$ cat config.mk
export PLATFORM = sky130hd
export DESIGN_NAME = ldl_round_req
export DESIGN_NICKNAME = d
export VERILOG_FILES = /design/src/rtl/ldl_round_req.sv
export SDC_FILE = /design/constraint.sdc
export NUM_CORES = 1
export LEC_CHECK = 0
export ABC_AREA = 1
export ABC_CLOCK_PERIOD_IN_PS = 1600
export BUFFER_PORTS_ARGS = -buffer_cell sky130_fd_sc_hd__buf_2
export CAP_MARGIN = 10
export CELL_PAD_IN_SITES_DETAIL_PLACEMENT = 2
export CELL_PAD_IN_SITES_GLOBAL_PLACEMENT = 2
export CORE_ASPECT_RATIO = 1.5
export CORE_UTILIZATION = 24
export CTS_CLUSTER_SIZE = 24
export DETAILED_ROUTE_END_ITERATION = 7
export PLACE_DENSITY = 0.88
export SLEW_MARGIN = 10
export SYNTH_ARGS = -nofsm -noshare
export SYNTH_HDL_FRONTEND = slang
export SYNTH_SLANG_ARGS = --single-unit
$ cat constraint.sdc
create_clock -name clk -period 1.6 [get_ports clk]
set_input_delay 0 -clock clk [delete_from_list [all_inputs] [get_ports clk]]
set_output_delay 0 -clock clk [all_outputs]
set_load 0.01 [all_outputs]
$ cat src/rtl/ldl_round_req.sv
// Per-client pending-request tracker feeding a round-robin priority arbiter.
// Optional request aging (boosts cos of starved clients) via LDL_ROUND_REQ_AGE_EN.
module ldl_round_req #(
  parameter int BIN_WIDTH = 3,
  parameter int COS_WIDTH = 2,
  parameter int CNT_WIDTH = 2,
  parameter int AGE_WIDTH = 4,
  localparam int REQ_WIDTH = 1 << BIN_WIDTH
) (
  input  logic                           clk,
  input  logic                           rst,
  input  logic [REQ_WIDTH-1:0]           push,
  input  logic [REQ_WIDTH*COS_WIDTH-1:0] cos_cfg,
  output logic [REQ_WIDTH-1:0]           req,
  output logic [REQ_WIDTH*COS_WIDTH-1:0] cos,
  input  logic                           ack,
  input  logic [BIN_WIDTH-1:0]           bin,
  output logic [REQ_WIDTH-1:0]           done,
  output logic [REQ_WIDTH-1:0]           ovf,
  output logic                           err
);

  localparam logic [CNT_WIDTH-1:0] CNT_MAX = '1;
  localparam logic [CNT_WIDTH-1:0] CNT_ONE = CNT_WIDTH'(1);

  logic [CNT_WIDTH-1:0] cnt      [REQ_WIDTH];
  logic [CNT_WIDTH-1:0] cnt_next [REQ_WIDTH];
  logic [REQ_WIDTH-1:0] grant;
  logic [REQ_WIDTH-1:0] ovf_next;
  logic                 err_next;

  always_comb begin
    grant    = '0;
    err_next = 1'b0;
    if (ack) begin
      if (cnt[bin] != '0) grant[bin] = 1'b1;
      else                err_next   = 1'b1;
    end
    for (int k = 0; k < REQ_WIDTH; k++) begin
      cnt_next[k] = cnt[k];
      ovf_next[k] = 1'b0;
      if (push[k] && !grant[k]) begin
        if (cnt[k] == CNT_MAX) ovf_next[k] = 1'b1;
        else                   cnt_next[k] = cnt[k] + CNT_ONE;
      end else if (grant[k] && !push[k]) begin
        cnt_next[k] = cnt[k] - CNT_ONE;
      end
    end
  end

  always_ff @(posedge clk) begin
    if (rst) begin
      for (int k = 0; k < REQ_WIDTH; k++) cnt[k] <= '0;
      done <= '0;
      ovf  <= '0;
      err  <= 1'b0;
    end else begin
      for (int k = 0; k < REQ_WIDTH; k++) cnt[k] <= cnt_next[k];
      done <= grant;
      ovf  <= ovf_next;
      err  <= err_next;
    end
  end

  always_comb begin
    for (int k = 0; k < REQ_WIDTH; k++) req[k] = (cnt[k] != '0);
  end

`ifdef LDL_ROUND_REQ_AGE_EN
  localparam logic [AGE_WIDTH-1:0] AGE_MAX = '1;
  localparam logic [AGE_WIDTH-1:0] AGE_ONE = AGE_WIDTH'(1);

  logic [AGE_WIDTH-1:0] age      [REQ_WIDTH];
  logic [AGE_WIDTH-1:0] age_next [REQ_WIDTH];

  always_comb begin
    for (int k = 0; k < REQ_WIDTH; k++) begin
      age_next[k] = age[k];
      if (grant[k] || cnt_next[k] == '0)
        age_next[k] = '0;
      else if (req[k] && age[k] != AGE_MAX)
        age_next[k] = age[k] + AGE_ONE;
    end
  end

  always_ff @(posedge clk) begin
    if (rst) begin
      for (int k = 0; k < REQ_WIDTH; k++) age[k] <= '0;
    end else begin
      for (int k = 0; k < REQ_WIDTH; k++) age[k] <= age_next[k];
    end
  end

  // A starved client is promoted to the top class until it is served.
  always_comb begin
    cos = cos_cfg;
    for (int k = 0; k < REQ_WIDTH; k++) begin
      if (age[k] == AGE_MAX) cos[k*COS_WIDTH +: COS_WIDTH] = '1;
    end
  end
`else
  assign cos = cos_cfg;
`endif

endmodule

# Yosys cells after proc, flatten, opt, wreduce, memory -nomap -nowiden
# Memory sizes are Yosys's and may differ from the RTL's.
# Cells that the tools add are included.
# word_totals
word_cells	153
output_inout_bits	41
mem_bits_rw	16
reg_bits	17
input_bits	30
mem_count	1
# memory_table
memory	depth	word_bits	read_ports	rd_ports_with_merged_regs	wr	line_no	rtl
cnt	8	2	9	0	8	26	logic [CNT_WIDTH-1:0] cnt [REQ_WIDTH];
# op_classes
magnitude_cmp	2
eq_ne	8
mux	48
reduce_logical	51
n_addsub	16
bitwise	17
# ops
op	n
$mux 2	32
$reduce_bool 2->1	9
$reduce_or 2->1	9
$logic_and 1x1->1	17
$add 2x1->2 const B	8
$eq 2x2->1 const B	8
$logic_not 1->1	16
$mux 8	2
$sub 2x1->2 const B	8
$mux 1	13
$not 1->1	9
$or 1x1->1	8
$lt 3x4->1 const B	1
$demux 1 s3	1
$ge 3x1->1 const B	1

# Logic depth before layout (Yosys ltp)
# depth
depth_word	10
depth_mapped	12

# Worst setup path before layout
# OpenSTA, ideal clock, no wires.
# synth_timing
kind	register -> register
from	memory cnt[3][0]
to	memory cnt[0][0]
required_time_ns	1.485
setup_time_ns	0.115
arrival_time_ns	1.285
path_stages_with_launch	9
synth_period_minus_slack_ns	1.400
path_slack_ns	0.200
path_cell_list	dfxtp_1 inv_1 nand2_1 o211ai_1 nand3_2 nand2_1 nand3_1 a21oi_1 nor2_1
# synth_rtl
item	line_no
from (decl)	26

==> run summary <==
### GRT
• **initial antenna violation count** 0
• **global router's overall resource usage** 17.43%
• **gr ovfl total** 0
• **global-route wire length before repair** 9915 um
• **maximum number of pins on one net before global-route repair** 19
• **via count of the first global-routing pass** 2,074

### Setup path
• **crit path cell chain** nor2_2 > nand2_1 > nand2_1 > nor2_2 > nor2_2 > nand3_4 > buf_8 > nand2_4 > nand3_2 > nand3_1 > nand2_1 > nor2_1
• **category of cells accounting for the largest share of critical-path delay** simple AND/OR/NAND/NOR gates
• **number of buffer and inverter stages on the critical path** 1
• **slowest cell on the critical path** sky130_fd_sc_hd__dfxtp_2
• **classification of the worst setup path** flop to flop
• **Required @ worst endpoint** 1.83 ns
• **critical path's largest stage delay** 0.33 ns
• **CP Launch Type** flop
• **signal arrival time at the worst endpoint** 1.91 ns
• **critical path peak fanout** 7
• **Critical Path End Type** flop

### STA
• **pins over their slew limit** 0
• **skew final** 0.009106 ns
• **number of setup violations in the final report** 12
• **measured slew at the worst slew-check pin** 1.146 ns
• **final critical delay including setup and external delays** 1.679 ns
• **final setup slack of the worst path** -0.07943 ns
• **period utilisation layout** 105.0%
• **Max-slew headroom** 22.89%
• **final-report hold violation count** 0
• **setup repair after global routing missed its margin** yes
• **highest clock frequency the design can meet** 595.4 MHz

### Route
• **violation count after the first detailed-route iteration** 66
• **first-pass iteration count of the detailed router** 6
• **via-per-instance ratio** 4.877
• **routed wire length** 7397 um
• **drc violations** 0
• **detailed-route wire length per cell** 19.02 um
• **total vias in the final route** 1,897
• **remaining antenna violation count after routing** 0

### Logic synthesis
• **Synth area leaders** sky130_fd_sc_hd__dfxtp_1 39%, sky130_fd_sc_hd__nand3_1 13%, sky130_fd_sc_hd__nand2_1 12%, sky130_fd_sc_hd__nor2_1 8.1%, sky130_fd_sc_hd__buf_4 7.2%
• **Avg Inst Size Synth** 6.701 um^2
• **area leader, netlist** sky130_fd_sc_hd__dfxtp_1
• **count of flip-flops with a built-in enable after synthesis** 0
• **area share of the leading cell type in the synthesized netlist** 39.43%
• **top cells by instance count after synthesis** 52 x sky130_fd_sc_hd__nand2_1, 44 x sky130_fd_sc_hd__nand3_1, 36 x sky130_fd_sc_hd__nor2_1, 33 x sky130_fd_sc_hd__dfxtp_1, 28 x sky130_fd_sc_hd__inv_1
• **Unique masters post-synth** 18
• **library cell with the highest instance count after synthesis** sky130_fd_sc_hd__nand2_1
• **fraction of registers with async set/reset** 0%
• **Mapped Nets** 280
• **part of the Yosys area used for sequential elements** 39.43%
• **count of state elements after synthesis** 33
• **number of instances in the synthesized netlist** 250
• **dominant register cell in the synthesized netlist** sky130_fd_sc_hd__dfxtp_1
• **Synth Cell Area** 0.001675 mm^2
• **count of synthesis-stage warnings from yosys** 0

### Cells and area
• **Total Nets Final** 342
• **ratio of cells with drive above 1 in the final layout** 42.17%
• **number of antenna repair diodes** 0
• **synth-to-layout area growth** 52.43%

### Floorplanning
• **number of standard-cell rows in the floorplan** 36
• **floorplan core area** 0.006621 mm^2
• **chip height** 104.3 um
• **total die area** 0.007326 mm^2
• **I/O pin total** 71
• **x dimension of the die** 70.22 um
• **Initial Utilization** 25.30%

### Job
• **max-capacitance violation count** 0

### Outcome
• **outcome** finished with violations
• **violated checks** negative setup slack

### Clock network
• **total CTS buffers** 5
• **maximum clock path buffer count** 2
• **clock input transition at the sequential cells of the worst setup and hold paths** 0.08 ns
• **clock tree from TritonCTS** done
• **clock latency reported for the late side of the worst-skew pair** 0.30 ns
• **total clock sinks** 33
• **root cell of the clock tree** sky130_fd_sc_hd__clkbuf_8
• **H-tree level count** 2

### Hold path
• **class of the tightest hold or removal check** input pin to output port

### Pwr
• **Max VDD drop** 0.0003134 V
• **cell leakage power** 1.260 nW
• **total power** 2.352 mW
• **power density cells** 920.9 mW/mm^2

### Place
• **pre-CTS setup slack** 0.01376 ns
• **DPL Wire Length** 4285 um
• **IO Port Bufs** 38
• **GP Congestion** 0.8027

[stage by stage]
step | setup TNS [ns] | util (%) | instances | hold WS (ns) | instance area, um^2
finish | -0.3611 | 38.57 | 389 | 0.000004441 | 2554
floorplan | 0 | - | 250 | 0.09177 | 1675
CTS | 0 | 34.09 | 387 | 0.00007494 | 2257
global placement | 0 | 30.56 | 372 | 0.00007494 | 2023
global route | -2.547 | 38.57 | 389 | 0.00001504 | 2554
detailed placement | 0 | 30.56 | 372 | 0.00007494 | 2023
[report_power, final]
part           total (mW)  internal (mW)  switching, mW
clock network       0.852          0.508          0.343
registers           0.894          0.866         0.0281
logic               0.606          0.252          0.354
[sequential cells by signal, indices dropped and copies added, names as in the netlist]
register  flops
cnt          16
done          8
err           1
ovf           8
[layer usage]
layer | up-vias | share of wire, % | wire, um | global-route usage, %
met3 | 14 | 2.9 | 215 | 3.488
met4 | 0 | 2.6 | 190 | 7.714
met5 | - | 0 | 0 | 0
met1 | 937 | 40 | 2935 | 16.88
met2 | 38 | 55 | 4055 | 34.08
li1 | 908 | - | - | -
[cell families (layout without fill, tap and decap cells)]
kind of cell / after synthesis / in the layout / synth area share (%)
and+or+nand+nor: 143 / 143 / 37.19
buffers and inverters: 50 / 113 / 16.06
AOI/OAI and AO/OA: 24 / 24 / 7.319
DFF: 33 / 33 / 39.43
[what timing repair did]
action / 4_1_cts / 5_1_grt
pin swaps: 3 / 20
hold buffers: 7 / 0
cloned: 0 / 1
resized for setup: 16 / 65
setup buffers: 0 / 1
endpoints found under the hold margin: 8 / 0
setup endpoints to repair: 16 / 24
[path summary, 6_finish.rpt]
kind,depth (start not counted),from,end,slack [ns]
max,12,cnt[7][0]$_SDFFE_PP0P_,cnt[1][0]$_SDFFE_PP0P_,-0.08
min,0,cos_cfg[6],cos[6],0.000004
max reg2reg,12,cnt[7][0]$_SDFFE_PP0P_,cnt[1][0]$_SDFFE_PP0P_,-0.08
min reg2reg,2,cnt[1][1]$_SDFFE_PP0P_,cnt[1][1]$_SDFFE_PP0P_,0.51
[final cells by class]
| class | count | area (um^2) |
|---|---|---|
| multi-input combinational | 167 | 1017 |
| tap | 76 | 95.09 |
| fill | 748 | 4068 |
| sequential | 33 | 670.6 |
| clock buffer | 7 | 86.33 |
| timing repair buffer | 76 | 540.5 |
| inverter | 29 | 113.9 |
| clock inverter | 1 | 30.03 |
[placed cells by master (no fill, tap or decap), drive strengths merged, types with 2 or more instances in the layout]
| cell | Yosys | layout |
|---|---|---|
| clkbuf | 2 | 8 |
| or2 | 3 | 3 |
| a21oi | 16 | 16 |
| o21ai | 7 | 7 |
| buf | 19 | 68 |
| nand2 | 52 | 52 |
| nand3 | 46 | 46 |
| dfxtp | 33 | 33 |
| nor4 | 2 | 2 |
| dlygate4sd3 | 0 | 7 |
| nor3 | 3 | 3 |
| nor2 | 36 | 36 |
| inv | 28 | 28 |
Note: power is estimated with default switching activity, not from simulation.
